## src/rtl/ram_dump_pkg.sv

```systemverilog
// Shared FSM encodings and UART framing constants for the RAM dump transmitter.
package ram_dump_pkg;

   typedef logic [2:0] state_t;

   localparam state_t ST_IDLE = 3'd0;
   localparam state_t ST_READ = 3'd1;
   localparam state_t ST_WAIT = 3'd2;
   localparam state_t ST_SEND = 3'd3;
   localparam state_t ST_NEXT = 3'd4;
   localparam state_t ST_CSUM = 3'd5;
   localparam state_t ST_FIN  = 3'd6;

   localparam logic        START_BIT  = 1'b0;
   localparam logic        STOP_BIT   = 1'b1;
   localparam int unsigned FRAME_BITS = 10;

   // Counter width that stays legal when the range collapses to a single value.
   function automatic int unsigned clog2_min1(input int unsigned v);
      return (v > 1) ? $clog2(v) : 1;
   endfunction

endpackage

```

## src/rtl/uart_tx_byte.sv

```systemverilog
// 8N1 byte serialiser. A byte offered on the cycle of byte_done chains
// back-to-back: its start bit follows the stop bit with no idle cycle.
module uart_tx_byte
   import ram_dump_pkg::*;
#(
   parameter int unsigned CLKS_PER_BIT = 434
) (
   input  logic       clk,
   input  logic       rst,
   input  logic       byte_valid,
   input  logic [7:0] byte_data,
   output logic       byte_ready,
   output logic       byte_done,
   output logic       tx
);

   localparam int unsigned CntW = clog2_min1(CLKS_PER_BIT);
   localparam int unsigned BitW = clog2_min1(FRAME_BITS);

   logic                  active_q, active_d;
   logic [CntW-1:0]       baud_q, baud_d;
   logic [BitW-1:0]       bit_q, bit_d;
   logic [FRAME_BITS-1:0] shift_q, shift_d;
   logic                  tx_q, tx_d;
   logic                  last_tick;

   assign last_tick  = active_q && (baud_q == CntW'(CLKS_PER_BIT - 1));
   assign byte_done  = last_tick && (bit_q == BitW'(FRAME_BITS - 1));
   assign byte_ready = !active_q || byte_done;
   assign tx         = tx_q;

   always_comb begin
      active_d = active_q;
      baud_d   = baud_q;
      bit_d    = bit_q;
      shift_d  = shift_q;
      if (active_q) begin
         if (last_tick) begin
            baud_d = '0;
            if (byte_done) begin
               active_d = 1'b0;
            end else begin
               bit_d   = bit_q + 1'b1;
               shift_d = {STOP_BIT, shift_q[FRAME_BITS-1:1]};
            end
         end else begin
            baud_d = baud_q + 1'b1;
         end
      end
      if (byte_valid && byte_ready) begin
         active_d = 1'b1;
         baud_d   = '0;
         bit_d    = '0;
         shift_d  = {STOP_BIT, byte_data, START_BIT};
      end
      // Registered line: tx reflects the bit that will be on the wire next cycle.
      tx_d = active_d ? shift_d[0] : STOP_BIT;
   end

   always_ff @(posedge clk) begin
      if (rst) begin
         active_q <= 1'b0;
         baud_q   <= '0;
         bit_q    <= '0;
         shift_q  <= '1;
         tx_q     <= STOP_BIT;
      end else begin
         active_q <= active_d;
         baud_q   <= baud_d;
         bit_q    <= bit_d;
         shift_q  <= shift_d;
         tx_q     <= tx_d;
      end
   end

endmodule

```

## src/rtl/ram_dump_tx.sv

```systemverilog
// Reads a window of RAM and sends it over UART, MSB byte of each word first.
// Define RAM_DUMP_CHECKSUM_EN to append a two's-complement checksum byte.
module ram_dump_tx
   import ram_dump_pkg::*;
#(
   parameter int unsigned CLKS_PER_BIT = 434,
   parameter int unsigned ADDR_WIDTH   = 10,
   parameter int unsigned DATA_WIDTH   = 16
) (
   input  logic                  clk,
   input  logic                  rst,
   input  logic                  start,
   input  logic [ADDR_WIDTH-1:0] base_addr,
   input  logic [ADDR_WIDTH:0]   word_count,
   output logic [ADDR_WIDTH-1:0] ram_addr,
   output logic                  ram_rd_en,
   input  logic [DATA_WIDTH-1:0] ram_rdata,
   output logic                  tx,
   output logic                  busy,
   output logic                  done
);

   localparam int unsigned NBytes = DATA_WIDTH / 8;
   localparam int unsigned IdxW   = clog2_min1(NBytes);

   state_t                state_q, state_d;
   logic [ADDR_WIDTH-1:0] addr_q, addr_d;
   logic [ADDR_WIDTH:0]   rem_q, rem_d;
   logic [ADDR_WIDTH:0]   rem_dec;
   logic [DATA_WIDTH-1:0] word_q, word_d;
   logic [DATA_WIDTH-1:0] word_shl;
   logic [IdxW-1:0]       idx_q, idx_d;
`ifdef RAM_DUMP_CHECKSUM_EN
   logic [7:0]            sum_q, sum_d;
`endif

   logic       byte_valid;
   logic [7:0] byte_data;
   logic       byte_ready;
   logic       byte_done;

   assign rem_dec   = rem_q - 1'b1;
   assign word_shl  = word_q << 8;
   assign ram_addr  = addr_q;
   assign ram_rd_en = (state_q == ST_READ);
   assign done      = (state_q == ST_FIN);
   assign busy      = (state_q != ST_IDLE) && (state_q != ST_FIN);

   always_comb begin
      state_d    = state_q;
      addr_d     = addr_q;
      rem_d      = rem_q;
      word_d     = word_q;
      idx_d      = idx_q;
`ifdef RAM_DUMP_CHECKSUM_EN
      sum_d      = sum_q;
`endif
      byte_valid = 1'b0;
      byte_data  = 8'h00;
      unique case (state_q)
         ST_IDLE: begin
            if (start) begin
               addr_d = base_addr;
               rem_d  = word_count;
`ifdef RAM_DUMP_CHECKSUM_EN
               sum_d  = 8'h00;
`endif
               if (word_count == '0) begin
`ifdef RAM_DUMP_CHECKSUM_EN
                  byte_valid = 1'b1;
                  byte_data  = 8'h00;
                  state_d    = ST_CSUM;
`else
                  state_d    = ST_FIN;
`endif
               end else begin
                  state_d = ST_READ;
               end
            end
         end
         ST_READ: state_d = ST_WAIT;
         ST_WAIT: begin
            // First byte goes straight from the RAM port so its start bit lands in SEND.
            if (byte_ready) begin
               word_d     = ram_rdata;
               idx_d      = IdxW'(NBytes - 1);
               byte_valid = 1'b1;
               byte_data  = ram_rdata[DATA_WIDTH-1 -: 8];
`ifdef RAM_DUMP_CHECKSUM_EN
               sum_d      = sum_q + ram_rdata[DATA_WIDTH-1 -: 8];
`endif
               state_d    = ST_SEND;
            end
         end
         ST_SEND: begin
            if (byte_done) begin
               if (idx_q != '0) begin
                  word_d     = word_shl;
                  idx_d      = idx_q - 1'b1;
                  byte_valid = 1'b1;
                  byte_data  = word_shl[DATA_WIDTH-1 -: 8];
`ifdef RAM_DUMP_CHECKSUM_EN
                  sum_d      = sum_q + word_shl[DATA_WIDTH-1 -: 8];
`endif
               end else begin
                  state_d = ST_NEXT;
               end
            end
         end
         ST_NEXT: begin
            addr_d = addr_q + 1'b1;
            rem_d  = rem_dec;
            if (rem_dec != '0) begin
               state_d = ST_READ;
            end else begin
`ifdef RAM_DUMP_CHECKSUM_EN
               byte_valid = 1'b1;
               byte_data  = ~sum_q + 8'd1;
               state_d    = ST_CSUM;
`else
               state_d    = ST_FIN;
`endif
            end
         end
         ST_CSUM: begin
            if (byte_done) state_d = ST_FIN;
         end
         ST_FIN:  state_d = ST_IDLE;
         default: state_d = ST_IDLE;
      endcase
   end

   always_ff @(posedge clk) begin
      if (rst) begin
         state_q <= ST_IDLE;
         addr_q  <= '0;
         rem_q   <= '0;
         word_q  <= '0;
         idx_q   <= '0;
`ifdef RAM_DUMP_CHECKSUM_EN
         sum_q   <= 8'h00;
`endif
      end else begin
         state_q <= state_d;
         addr_q  <= addr_d;
         rem_q   <= rem_d;
         word_q  <= word_d;
         idx_q   <= idx_d;
`ifdef RAM_DUMP_CHECKSUM_EN
         sum_q   <= sum_d;
`endif
      end
   end

   uart_tx_byte #(
      .CLKS_PER_BIT(CLKS_PER_BIT)
   ) u_uart_tx_byte (
      .clk       (clk),
      .rst       (rst),
      .byte_valid(byte_valid),
      .byte_data (byte_data),
      .byte_ready(byte_ready),
      .byte_done (byte_done),
      .tx        (tx)
   );

endmodule
```

## config.mk

```make
export PLATFORM = sky130hd
export DESIGN_NAME = ram_dump_tx
export DESIGN_NICKNAME = d
export VERILOG_FILES = /design/src/rtl/ram_dump_pkg.sv /design/src/rtl/uart_tx_byte.sv /design/src/rtl/ram_dump_tx.sv
export SDC_FILE = /design/constraint.sdc
export NUM_CORES = 1
export LEC_CHECK = 0
export ABC_AREA = 1
export BUFFER_PORTS_ARGS = -buffer_cell sky130_fd_sc_hd__buf_4
export CORE_ASPECT_RATIO = 1.2
export CORE_UTILIZATION = 53
export DETAILED_ROUTE_END_ITERATION = 7
export PLACE_DENSITY = 0.81
export SLEW_MARGIN = 10
export SYNTH_ARGS = -nofsm -noshare
export SYNTH_HDL_FRONTEND = slang
export SYNTH_SLANG_ARGS = --single-unit
```

## constraint.sdc

```tcl
create_clock -name clk -period 3.8 [get_ports clk]
set_input_delay 0.57 -clock clk [delete_from_list [all_inputs] [get_ports clk]]
set_output_delay 0.57 -clock clk [all_outputs]
set_load 0.05 [all_outputs]
```

## Word-level counts from Yosys, hierarchy flattened

Cells that the tools add are included.

- Reduce and logical (&&, ||, !) cells: 22
- Muxes and demuxes: 37
- Add/subtract/negate cells: 5
- Bitwise operators: 2
- Equality and inequality tests: 16

Operators with widths:

| operator | number |
|---|---|
| $mux 8 | 6 |
| $mux 9 | 5 |
| $pmux 8 s2 | 2 |
| $pmux 11 s2 | 1 |
| $mux 3 | 7 |
| $pmux 10 s2 | 1 |
| $pmux 3 s6 | 1 |
| $logic_not 11->1 | 1 |
| $mux 11 | 1 |
| $reduce_bool 11->1 | 1 |
| $sub 11x1->11 const B | 1 |
| $add 10x1->10 const B | 1 |
| $mux 1 | 10 |
| $mux 10 | 1 |
| $add 9x1->9 const B | 1 |
| $eq 3x3->1 const B | 3 |
| $eq 9x9->1 const B | 1 |
| $reduce_and 3->1 | 3 |
| $ne 2x2->1 const B | 4 |
| $reduce_bool 2->1 | 4 |
| $eq 3x2->1 const B | 2 |
| $ne 2x1->1 const B | 3 |
| $reduce_and 5->1 | 1 |
| $add 4x1->4 const B | 1 |
| 14 further kinds | 20 |

- Bits of input ports: 40
- Register bits: 57
- Word-level logic and storage cells: 93
- Output and inout bits: 14

## Depth between registers and ports, before layout

- Depth after elaboration: 10
- Mapped depth: 14
- Gate-level depth less buffers: 14

## Modules after synthesis

Synthesis repeated with hierarchy kept, for this count alone.

- Cell total of the unflattened synthesis: 492
- Area total of the unflattened synthesis: 3424.5 sq um

By module, submodules not included:

| module | cells an instance | area each (sq um) | instances | sequential area each (sq um) |
|---|---|---|---|---|
| ram_dump_tx | 310 | 2090.8 | 1 | 660.6 |
| uart_tx_byte | 182 | 1333.8 | 1 | 480.5 |

## Worst setup path after synthesis

OpenSTA, ideal clock, no wires.

- Kind: flip-flop to output port
- Start: register state_q[1]
- End: output port busy
- Path slack: 1.641 ns
- Buffers on the path: 0
- Stages on the path, launching flop included: 4
- Arrival: 1.589 ns
- Data required time: 3.230 ns
- Path through: dfxtp_1 > nand2_1 > nor2_1 > nor2_1

- Longest elaborated chain between the ends: 2
- Elaborated cells on any way between the ends: 3
- Classes of those cells: eq/ne (1); reduce/logical (2)

RTL lines:

| what | RTL line | RTL |
|---|---|---|
| from (decl) | ram_dump_tx.sv:26 | `state_t state_q, state_d;` |
| from (signal assigned) | ram_dump_tx.sv:144 | `state_q <= state_d;` |
| $ne 3x3->1 / $reduce_bool 3->1 (equally long branches) | ram_dump_tx.sv:47 | `assign busy = (state_q != ST_IDLE) && (state_q != ST_FIN);` |
| $logic_and 1x1->1 * | ram_dump_tx.sv:47 |  |
| to (decl) | ram_dump_tx.sv:19 | `output logic busy,` |

Every way passes the cells marked *; elsewhere a longest branch is shown, timed or not.

## Worst setup path in the final report

- Start: register state_q[1]
- End: register rem_q[4]

- Longest elaborated chain between the ends: 3
- Elaborated cells on any way between the ends: 6
- Classes of those cells: eq/ne (2); mux (1); reduce/logical (3)

RTL lines:

| what | RTL line | RTL |
|---|---|---|
| $eq 3x3->1 / $logic_not 3->1 (equally long branches) | ram_dump_tx.sv:60 | `unique case (state_q)` |
| $reduce_bool 2->1 (no source line) / $ne 2x2->1 (equally long branches) | -- |  |
| $reduce_and 2->1 (no source line) | -- |  |
| to (signal assigned) | ram_dump_tx.sv:146 | `rem_q <= rem_d;` |
| to (decl) | ram_dump_tx.sv:28 | `logic [ADDR_WIDTH:0] rem_q, rem_d;` |

Several ways; a longest one is shown, not always the timed one.
A chain may end at the register's enable or synchronous reset.

==> results_dict.tcl <==
set metrics [dict create \
    critPathMaxFanout 21 \
    design_area_um2 3890 \
    grt_pass1_vias 3023 \
    hp-start "u_uart_tx_byte.shift_q[7]" \
    die_width_um 73.2 \
    slowest_delay_ps 570 \
    die_h_um 87.4 \
    dp.cells 593 \
    dpl-instance-area_um2 3660 \
    postCtsSetupRepairBufs 0 \
    wirelength_um 7900 \
    synth-seq-cells 57 \
    setup_viol 0 \
    final.setup.tns_ps 0 \
    outcome "finished clean" \
    cts_sinks 57 \
    ctsHoldBuffers 0 \
    drt_iter0_drc 230 \
    finalMaxSlewViolations 0 \
    worstPathCellList "nor2_1, nand2_1, nand2_1, inv_1, a221oi_1, nor2_1" \
    r2r_end "rem_q[4]" \
    rows 30 \
    synth-edff-count 0 \
    yosysWarningCount 0 \
    ant_nets 0 \
    clock_latency_ps 330 \
    yosysUniqueCellTypes 40 \
    n_antenna_cell 0 \
    grt.overflow.total 0 \
    area_delta_synth_final_pct 20.8 \
    drc 0 \
    path_delay_family "simple AND/OR/NAND/NOR gates" \
    pre_cts_ws_ps 1280 \
    p_per_area_nw_per_um2 672 \
    cts.clk_slew.worst_paths_ps 70 \
    hold_viol_final 0 \
    period_minus_slack_ps 2540 \
    avgSynthCellArea_um2 6.83 \
    finalNetCount 571 \
    ys_async_sr_fraction_pct 0 \
    cts_made_buffers 9 \
    syn_nets 519 \
    cp_num_buf_inv 1 \
    min_to "u_uart_tx_byte.shift_q[7]" \
    clock.fmax_ghz 0.393 \
    antenna_found_initial 0 \
    worstSetupEndpointType "flop" \
    synth_top_cell_area_share_pct 35.4 \
    rsz0062_at_grt "no" \
    root_buffer "clkbuf_8" \
    hold_path.class "flop to flop" \
    cap_violations 0 \
    io_buffers 53 \
    cts_tree "built" \
    cts_buffer_depth 2 \
    synth_area_leaders "dfxtp_1, nand2_1, inv_1" \
    yosysTopAreaCell "dfxtp_1" \
    syn_area_um2 3220 \
    fin_worst_skew_ps 8.99 \
    rr_worst_depth 6 \
    yosys_most_used_dff "dfxtp_1" \
    power_mw 2.62 \
    core_region_area_um2 5740 \
    grt_pass1_wl_um 12800 \
    vias 3275 \
    final_cells 608 \
    min_path_cells 2 \
    seq_area_frac_synth_pct 35.4 \
    initial_core_util_pct 56.1 \
    first_pass_iters 5 \
    io_pins 54 \
    grt_use_total_pct 25.6 \
    crit_path_start_kind "flop" \
    reg2reg_slack_ps 1260 \
    slew_headroom_pct 34.2 \
    wl_per_cell_um 13.0 \
    setup_slack_ps 1260 \
    leakage_nw 1.71 \
    tightestPinTransition_ps 988 \
    die-area_um2 6400 \
    crit_type "flop to flop" \
    hpwl_um 5820 \
    grt_max_degree 33 \
    vdd_drop_max_v 0.000410 \
    critPathSlowestCell "nand2_1" \
    gp_congestion 0.839 \
    arrival_ps 2750 \
    worstPathRequired_ps 4010 \
    drt-vias-per-instance 5.39 \
    finalCritPeriodShare_pct 66.9 \
    cts.repair.resized 0 \
    synthCells 472 \
    drive_above_1_share_pct 16.5 \
    htreeDepth 3 \
    r2r_start "state_q[1]" \
]
==> through the flow <==
stage / util [%] / hold WS, ps
global placement: 63.7 / 446
finish: 67.8 / 459
detailed placement: 63.7 / 450
CTS: 67.8 / 466
floorplan: - / 430
global route: 67.8 / 477
==> Yosys cell counts, types with 2 or more instances <==
cell type / count
a211oi_1: 5
a211oi_2: 8
a21oi_1: 33
a221oi_1: 2
buf_1: 2
clkbuf_1: 9
dfxtp_1: 57
ha_1: 7
inv_1: 68
inv_2: 2
nand2_1: 91
nand2_2: 3
nand3_1: 43
nand3b_1: 2
nand4_1: 7
nor2_1: 60
nor3_1: 12
o211ai_1: 7
o21ai_0: 22
o22ai_1: 2
o31ai_1: 2
or2_0: 3
xnor2_1: 3
xor2_1: 6
==> power by group <==
part,total (mW),internal [mW],switching (mW)
clock,0.665,0.429,0.235
sequential,0.860,0.744,0.116
combinational,1.09,0.363,0.729
total,2.62,1.54,1.08
==> how the worst max path moves through the flow <==
| stage | startpoint | cells after the start | endpoint |
|---|---|---|---|
| 6_report | state_q[1] | 6 | rem_q[4] |
| 5_1_grt | state_q[2] | 9 | u_uart_tx_byte.baud_q[5] |
| 3_3_place_gp | state_q[2] | 9 | u_uart_tx_byte.baud_q[8] |
| 3_5_place_dp | state_q[2] | 9 | u_uart_tx_byte.baud_q[5] |
| 2_1_floorplan | state_q[1] | 3 | busy |
| 4_1_cts | state_q[2] | 9 | u_uart_tx_byte.baud_q[5] |
==> area by class of cell <==
class,instances,area (µm²)
clock buffers,9,124
clock inverters,6,108
fillers,518,1850
inverters,70,263
multi-input cells,332,1750
flip-flops and latches,57,1140
well taps,80,100
repair buffers,54,405
==> registers in the layout (all words and copies together) (netlist names) <==
register                 cells
ram_addr                    10
state_q                      3
u_uart_tx_byte.active_q      1
idx_q                        1
u_uart_tx_byte.shift_q       9
word_q                       8
u_uart_tx_byte.baud_q        9
rem_q                       11
u_uart_tx_byte.tx            1
u_uart_tx_byte.bit_q         4
==> per-layer routing <==
metal | part of all wire [%] | routed length, µm | track usage [%]
met1 | 42 | 3340 | 29.4
met2 | 50 | 3960 | 45.1
met3 | 6.0 | 472 | 7.18
met4 | 1.6 | 125 | 8.56
met5 | 0 | 0 | 0
==> worst reg2reg max path: cells and delay by family (launching register included) <==
family / cells / cell delay, ps
buffers and inverters: 1 / 330
flip-flops: 1 / 370
AO/OA/AOI/OAI: 1 / 380
AND/OR/NAND/NOR: 4 / 1340
==> cells in the final DEF (no fill, tap or decap), drive strengths merged, types with 7 or more instances in the layout <==
cell,n
dfxtp,57
nor3,12
nand4,7
nand3,44
inv,70
ha,7
o21ai,23
a21oi,34
nor2,60
nand2,94
o211ai,7
clkbuf,9
buf,54
a211oi,13
==> kinds of logic after synthesis <==
logic type / count (synthesis) / share of synthesized area, %
simple gates: 226 / 30.7
fa+ha+maj: 7 / 2.72
compound gates: 90 / 18.4
flops: 57 / 35.4
xor+xnor: 9 / 2.45
buf+inv: 83 / 10.3
Note: power is estimated with default switching activity, not from simulation.
